--- src/rtl/mem_arb_pkg.sv ---
// Shared definitions for the slowmem arbiter: FSM encoding, requester
// indices, word width and the data word returned on a read timeout.
package mem_arb_pkg;

  localparam int WORD = 16;

  localparam logic [WORD-1:0] ERR_RDATA = 16'hFFFF;

  typedef enum logic [1:0] {
    IDLE    = 2'd0,
    ISSUE   = 2'd1,
    RD_WAIT = 2'd2
  } state_t;

  localparam logic [1:0] REQ_IF0 = 2'd0;
  localparam logic [1:0] REQ_IF1 = 2'd1;
  localparam logic [1:0] REQ_D0  = 2'd2;
  localparam logic [1:0] REQ_D1  = 2'd3;

endpackage

--- src/rtl/rr_pick2.sv ---
// Two-way round-robin picker for one requester class (PID0/PID1).
// A lone requester wins outright; on a tie the pointer selects the winner.
module rr_pick2 (
  input  logic [1:0] req,
  input  logic       ptr,
  output logic [1:0] gnt,
  output logic       any
);

  // One-hot grant: pass a single request through, break ties with ptr.
  always_comb begin
    gnt = req;
    if (req == 2'b11) begin
      gnt = ptr ? 2'b10 : 2'b01;
    end
  end

  assign any = |req;

endmodule

--- src/rtl/slowmem_arbiter.sv ---
// Four-way arbiter in front of the single-outstanding slowmem port.
// Requesters: IF PID0/PID1 (req[1:0]) and DATA PID0/PID1 (req[3:2]).
// Optional read watchdog enabled by defining ARB_TIMEOUT_EN.
//
// Handshake: requester i raises req[i] with rnotw/addr/wdata stable and
// holds them until it sees the one-cycle done[i]; keeping req[i] high
// issues another request. req is only sampled while the FSM is IDLE.
module slowmem_arbiter
  import mem_arb_pkg::*;
#(
  parameter int ADDR_W  = WORD,
  parameter int DATA_W  = WORD,
  parameter int TIMEOUT = 16
) (
  input  logic                clk,
  input  logic                reset,
  input  logic [3:0]          req,
  input  logic [3:0]          req_rnotw,
  input  logic [4*ADDR_W-1:0] req_addr,
  input  logic [4*DATA_W-1:0] req_wdata,
  output logic [3:0]          done,
  output logic [DATA_W-1:0]   rdata,
  output logic                err,
  output logic                busy,
  output logic                mem_strobe,
  output logic                mem_rnotw,
  output logic [ADDR_W-1:0]   mem_addr,
  output logic [DATA_W-1:0]   mem_wdata,
  input  logic                mem_mfc,
  input  logic [DATA_W-1:0]   mem_rdata,
  output state_t              dbg_state
);

  // A zero limit would leave the watchdog no cycle to count.
  if (TIMEOUT < 1) begin : g_bad_timeout
    $error("slowmem_arbiter: TIMEOUT must be at least 1");
  end

  state_t            state, state_n;
  logic [1:0]        owner, owner_n, win;
  logic              ptr_if, ptr_if_n, ptr_d, ptr_d_n;
  logic [1:0]        gnt_if, gnt_d;
  logic              any_if, any_d;
  logic [3:0]        done_n;
  logic [DATA_W-1:0] rdata_n, wdata_n;
  logic [ADDR_W-1:0] addr_n;
  logic              err_n, strobe_n, rnotw_n;

`ifdef ARB_TIMEOUT_EN
  localparam int CNT_W = (TIMEOUT > 1) ? $clog2(TIMEOUT) : 1;
  logic [CNT_W-1:0] wd_cnt, wd_cnt_n;
`endif

  rr_pick2 u_pick_if (.req(req[1:0]), .ptr(ptr_if), .gnt(gnt_if), .any(any_if));
  rr_pick2 u_pick_d  (.req(req[3:2]), .ptr(ptr_d),  .gnt(gnt_d),  .any(any_d));

  // Data class always beats instruction fetch.
  assign win = any_d ? (gnt_d[1]  ? REQ_D1  : REQ_D0)
                     : (gnt_if[1] ? REQ_IF1 : REQ_IF0);

  assign busy      = (state != IDLE);
  assign dbg_state = state;

  // Next-state and next-output logic; every registered output has a default.
  always_comb begin
    state_n  = state;
    owner_n  = owner;
    ptr_if_n = ptr_if;
    ptr_d_n  = ptr_d;
    done_n   = 4'b0000;
    err_n    = 1'b0;
    rdata_n  = rdata;
    strobe_n = 1'b0;
    rnotw_n  = mem_rnotw;
    addr_n   = mem_addr;
    wdata_n  = mem_wdata;
`ifdef ARB_TIMEOUT_EN
    wd_cnt_n = wd_cnt;
`endif
    case (state)
      IDLE: begin
        if (any_d || any_if) begin
          owner_n  = win;
          strobe_n = 1'b1;
          rnotw_n  = req_rnotw[win];
          addr_n   = req_addr[win*ADDR_W +: ADDR_W];
          wdata_n  = req_wdata[win*DATA_W +: DATA_W];
          // Point the granted class at the PID that did not just win.
          if (any_d) ptr_d_n  = ~win[0];
          else       ptr_if_n = ~win[0];
          state_n  = ISSUE;
        end
      end
      ISSUE: begin
        if (mem_rnotw) begin
          state_n  = RD_WAIT;
`ifdef ARB_TIMEOUT_EN
          wd_cnt_n = '0;
`endif
        end else begin
          done_n[owner] = 1'b1;
          state_n       = IDLE;
        end
      end
      RD_WAIT: begin
        if (mem_mfc) begin
          rdata_n       = mem_rdata;
          done_n[owner] = 1'b1;
          state_n       = IDLE;
        end
`ifdef ARB_TIMEOUT_EN
        else if (wd_cnt == CNT_W'(TIMEOUT - 1)) begin
          rdata_n       = DATA_W'(ERR_RDATA);
          err_n         = 1'b1;
          done_n[owner] = 1'b1;
          state_n       = IDLE;
        end else begin
          wd_cnt_n = wd_cnt + 1'b1;
        end
`endif
      end
      default: state_n = IDLE;
    endcase
  end

  // State and registered outputs; reset drops any in-flight transaction.
  always_ff @(posedge clk or negedge reset) begin
    if (!reset) begin
      state      <= IDLE;
      owner      <= REQ_IF0;
      ptr_if     <= 1'b0;
      ptr_d      <= 1'b0;
      done       <= 4'b0000;
      rdata      <= '0;
      err        <= 1'b0;
      mem_strobe <= 1'b0;
      mem_rnotw  <= 1'b1;
      mem_addr   <= '0;
      mem_wdata  <= '0;
`ifdef ARB_TIMEOUT_EN
      wd_cnt     <= '0;
`endif
    end else begin
      state      <= state_n;
      owner      <= owner_n;
      ptr_if     <= ptr_if_n;
      ptr_d      <= ptr_d_n;
      done       <= done_n;
      rdata      <= rdata_n;
      err        <= err_n;
      mem_strobe <= strobe_n;
      mem_rnotw  <= rnotw_n;
      mem_addr   <= addr_n;
      mem_wdata  <= wdata_n;
`ifdef ARB_TIMEOUT_EN
      wd_cnt     <= wd_cnt_n;
`endif
    end
  end

endmodule
--- config.mk ---
export PLATFORM = sky130hd
export DESIGN_NAME = slowmem_arbiter
export DESIGN_NICKNAME = d
export VERILOG_FILES = /design/src/rtl/mem_arb_pkg.sv /design/src/rtl/rr_pick2.sv /design/src/rtl/slowmem_arbiter.sv
export SDC_FILE = /design/constraint.sdc
export NUM_CORES = 1
export LEC_CHECK = 0
export BUFFER_PORTS_ARGS = -buffer_cell sky130_fd_sc_hd__buf_2
export CORE_AREA = 2 2 143 75
export DETAILED_ROUTE_END_ITERATION = 12
export DIE_AREA = 0 0 145 77
export PLACE_DENSITY = 0.72
export SLEW_MARGIN = 5
export SYNTH_ARGS = -nofsm -noshare
export SYNTH_HDL_FRONTEND = slang
export SYNTH_HIERARCHICAL = 1
export SYNTH_SLANG_ARGS = --single-unit
--- constraint.sdc ---
create_clock -name clk -period 1.9 [get_ports clk]
set_clock_uncertainty 0.05 [all_clocks]
set_input_delay 0.38 -clock clk [delete_from_list [all_inputs] [get_ports clk]]
set_output_delay 0.38 -clock clk [all_outputs]
set_load 0.02 [all_outputs]
==> results of run 1 <==
[per-stage QoR]
stage / cell area, um^2 / setup slack [ns]
6_report: 5300 / 0.138
5_1_grt: 5300 / 0.0334
4_1_cts: 5290 / 0.0237
3_5_place_dp: 5030 / 0.117
3_3_place_gp: 5030 / 0.180
2_1_floorplan: 3870 / 0.174
[path summary, 6_finish.rpt]
path	start	endpoint	slack [ns]	cells after the start
max	dbg_state[1]	busy	0.14	4
min	reset	mem_addr[0]	-0.01	2
max reg2reg	ptr_d	mem_wdata[15]	0.27	6
min reg2reg	ptr_if	ptr_if	0.44	2
max in group asynchronous	reset	mem_rnotw	1.46	2
min in group clk	mem_rdata[13]	rdata[13]	0.24	2
[sequential cells by signal (all words and copies together), names as in the netlist]
signal      flops
ptr_if          1
mem_addr       16
mem_rnotw       1
ptr_d           1
rdata          16
owner           2
mem_strobe      1
done            4
dbg_state       2
mem_wdata      16
[per-layer routing]
| layer | part of all wire (%) | vias up | wire length [um] |
|---|---|---|---|
| li1 | - | 1607 | - |
| met1 | 47 | 1608 | 5280 |
| met2 | 46 | 160 | 5210 |
| met3 | 7.0 | 6 | 789 |
| met4 | 0.52 | 0 | 59 |
| met5 | 0 | - | 0 |
[layout make-up]
type                    count  area share [%]
flip-flops and latches     60            28.4
inverters                   8           0.567
repair buffers            225            23.1
multi-input cells         218            39.9
clock buffers              13            4.53
clock inverters             3           0.283
well taps                 140            3.31
[repair_timing]
action	CTS	global route
endpoints found under the hold margin	0	0
resized for setup	0	1
hold buffers	0	0
endpoints found under the setup margin	0	1
[worst max-delay path: stages, from the launching register on]
cell	delay, ns
dfrtp_1	0.41
inv_1	0.17
ha_4	0.23
inv_1	0.06
buf_2	0.15
[report_power, final]
| part | total (mW) | switching, mW | leakage, nW | internal, mW |
|---|---|---|---|---|
| sequential | 2.40 | 0.497 | 0.697 | 1.90 |
| combinational | 4.10 | 2.30 | 1.72 | 1.80 |
| clock | 1.41 | 0.536 | 0.127 | 0.876 |
| total | 7.91 | 3.34 | 2.54 | 4.58 |
==> flow_metrics.py, run 1 <==
metrics = {
    "run_status": {
        "status": "finished with violations",
        "violations": "negative hold slack",
    },
    "die": {
        "fp.coreArea_um2": 9920,
        "dieArea_um2": 11200,
        "ios": 213,
        "die-height_um": 77,
        "die_x_um": 145,
        "rows": 26,
        "start_util_pct": 39.0,
    },
    "drt": {
        "initialDrtViolationCount": 89,
        "vias_per_cell": 5.07,
        "vias": 3381,
        "routed_wirelength_mm": 11.3,
        "drcViolationCount": 0,
        "post_drt_wl_per_cell_um": 17.0,
        "drtAntennaViolNets": 0,
        "first_pass_iters": 4,
    },
    "setup_path": {
        "worstPathRequired_ns": 1.47,
        "cp-start-kind": "flip-flop",
        "cp-end-kind": "output port",
        "setup.worst_path.class": "reg2out",
        "critPathMaxFanout": 6,
        "crit_arrival_ns": 1.33,
    },
    "power": {
        "power_mw": 7.91,
        "p_leak_nw": 2.54,
        "p_per_area_nw_per_um2": 1490,
        "ir_drop_mv": 0.606,
    },
    "timing": {
        "period_share_pct": 92.8,
        "fmax_mhz": 567,
        "setup_viol": 0,
        "finalHoldViolations": 4,
        "rsz0062_at_grt": "false",
        "setup_tns_ns": 0,
        "hold_ws_ns": -0.0103,
        "period_minus_slack_ns": 1.76,
        "finalMaxSlewViolations": 0,
    },
    "finish": {
        "drive_above_1_share_pct": 67.2,
        "diodes": 0,
        "multi_input_area_um2": 2110,
        "fillerInstances": 897,
        "layout.cells.non_filler": 667,
        "seq_area_um2": 1500,
        "nNetsFinal": 681,
        "area_growth_pct": 37.0,
        "mostFrequentLayoutCell": "buf_2",
        "final_cell_mix": "211 x buf_2, 59 x dfrtp_1, 41 x mux2_2",
        "utilization_pct": 53.4,
    },
    "placed_design": {
        "port_buffers": 211,
        "dp_cells": 651,
        "gp_congestion": 0.813,
        "dp_hpwl_mm": 8.48,
    },
    "grt": {
        "met1_usage_pct": 26.6,
        "grt_max_degree": 61,
        "grt_overflow": 0,
        "track_usage_pct": 20.8,
        "grt_pass1_wl_mm": 18.6,
        "top_usage_layer": "met2",
        "grt_use_met3_pct": 5.83,
        "use_met2_pct": 35.5,
        "antenna_found_initial": 0,
        "first_global_vias": 3611,
    },
    "clocking": {
        "root_buffer": "clkbuf_16",
        "cts_tree": "done",
        "clk_pin_slew_ns": 0.05,
        "cts.htree.levels": 3,
        "clockBufferDepth": 2,
        "clock_sinks": 60,
        "clock_latency_ns": 0.32,
        "cts_buffers": 9,
        "cts_setup_buffers": 0,
    },
    "logic_synthesis": {
        "syn_inst": 315,
        "syn_avg_cell_area_um2": 12.3,
        "synth_nets": 474,
        "synth_warnings": 6,
        "synth_area_um2": 3870,
    },
    "min_path": {
        "holdCritPathClass": "in2async",
    },
    "run": {
        "max_cap_violations": 0,
    },
}
Power figures use the tool's default switching activity.
==> run 2, diff against run 1 <==
- clock period: 1.9 -> 1.95 ns (I/O delays scaled with it)
==> flow_metrics.py, run 2 (synthesis gave the netlist of run 1 again) <==
metrics = {
    "setup_path": {
        "setup.worst_path.class": "reg2out",
        "cp_top_family": "flip-flops",
        "crit_arrival_ns": 1.40,
        "cp-end-kind": "output port",
        "cp_slowest_cell": "dfrtp_1",
        "cp_num_buf_inv": 3,
        "worstPathRequired_ns": 1.51,
        "reg2reg_slack_ns": 0.30,
        "cpPeakStageDelay_ns": 0.41,
        "critPathMaxFanout": 14,
        "path_cells": "inv_1 -> ha_4 -> inv_1 -> buf_2",
        "cp_common_cell": "inv_1",
        "cp-start-kind": "flip-flop",
    },
    "timing": {
        "period_minus_slack_ns": 1.84,
        "setup_viol": 0,
        "finalMaxSlewViolations": 0,
        "setup_tns_ns": 0,
        "rsz0062_at_grt": "false",
        "setup_slack_ns": 0.106,
        "fmax_mhz": 542,
        "finalHoldViolations": 0,
        "period_share_pct": 94.5,
        "hold_ws_ns": 0.0530,
    },
    "drt": {
        "routed_wirelength_mm": 11.1,
        "drcViolationCount": 0,
        "vias_per_cell": 5.10,
        "drtAntennaViolNets": 0,
        "first_pass_iters": 4,
        "vias": 3411,
        "initialDrtViolationCount": 164,
        "post_drt_wl_per_cell_um": 16.6,
    },
    "die": {
        "die_x_um": 145,
        "fp.coreArea_um2": 9920,
        "die-height_um": 77,
        "ios": 213,
        "dieArea_um2": 11200,
        "start_util_pct": 39.0,
        "rows": 26,
    },
    "grt": {
        "antenna_found_initial": 0,
        "grt_pass1_wl_mm": 18.3,
        "grt_overflow": 0,
        "track_usage_pct": 20.3,
        "first_global_vias": 3623,
        "grt_max_degree": 37,
    },
    "clocking": {
        "clock_sinks": 60,
        "clock_latency_ns": 0.32,
        "cts_tree": "done",
        "cts.htree.levels": 3,
        "cts_setup_buffers": 0,
        "cts_buffers": 9,
        "clk_pin_slew_ns": 0.05,
        "clockBufferDepth": 2,
        "root_buffer": "clkbuf_16",
    },
    "placed_design": {
        "port_buffers": 211,
        "place_area_um2": 5050,
        "dp_hpwl_mm": 8.57,
        "dp_cells": 653,
        "dp_slack_ns": 0.159,
        "gp_congestion": 0.808,
    },
    "finish": {
        "reg.largest.list": "mem_addr x16, mem_wdata x16, rdata x16",
        "layout.cells.non_filler": 669,
        "area_growth_pct": 38.2,
        "stdcell_area_um2": 5340,
        "drive_above_1_share_pct": 67.7,
        "utilization_pct": 53.9,
        "diodes": 0,
        "mostFrequentLayoutCell": "buf_2",
        "nNetsFinal": 683,
        "final_cell_mix": "211 x buf_2, 59 x dfrtp_1, 41 x mux2_2",
    },
    "power": {
        "ir_drop_mv": 0.726,
        "p_leak_nw": 2.57,
        "p_per_area_nw_per_um2": 1460,
        "power_mw": 7.81,
    },
    "run_status": {
        "status": "complete, no violations",
    },
    "min_path": {
        "holdCritPathClass": "in2async",
    },
    "run": {
        "max_cap_violations": 0,
    },
}
run 2: cell type report:
class,count,area [um^2]
inverter,8,30.0
fill,876,4580
tap,140,175
sequential,60,1500
multi-input combinational,218,2110
timing repair buffer,227,1240
clock buffer,14,274
clock inverter,2,10.0
run 2: what timing repair did:
item	in CTS	in global routing
gates resized for setup	1	0
setup endpoints to repair	1	0
hold buffers	0	0
run 2: routing by layer:
metal / vias to the layer above / track usage [%] / wire, um
met4: 0 / 4.36 / 73
met5: - / 0 / 0
met2: 153 / 33.2 / 5030
met1: 1633 / 27.1 / 5190
met3: 7 / 5.83 / 778
li1: 1618 / - / -
run 2: worst paths after layout:
| kind | from | to | cells past startpoint |
|---|---|---|---|
| min in group clk | mem_rdata[6] | rdata[6] | 2 |
| max reg2reg | dbg_state[0] | mem_wdata[15] | 5 |
| max in group asynchronous | reset | rdata[5] | 2 |
| min | reset | mem_addr[6] | 2 |
| min reg2reg | ptr_d | ptr_d | 2 |
| max | dbg_state[0] | busy | 4 |
run 2: where the power goes:
group / switching, mW / internal [mW] / total (mW) / leakage [nW]
sequential: 0.479 / 1.85 / 2.33 / 0.697
clock: 0.521 / 0.959 / 1.48 / 0.143
combinational: 2.23 / 1.77 / 4.00 / 1.73
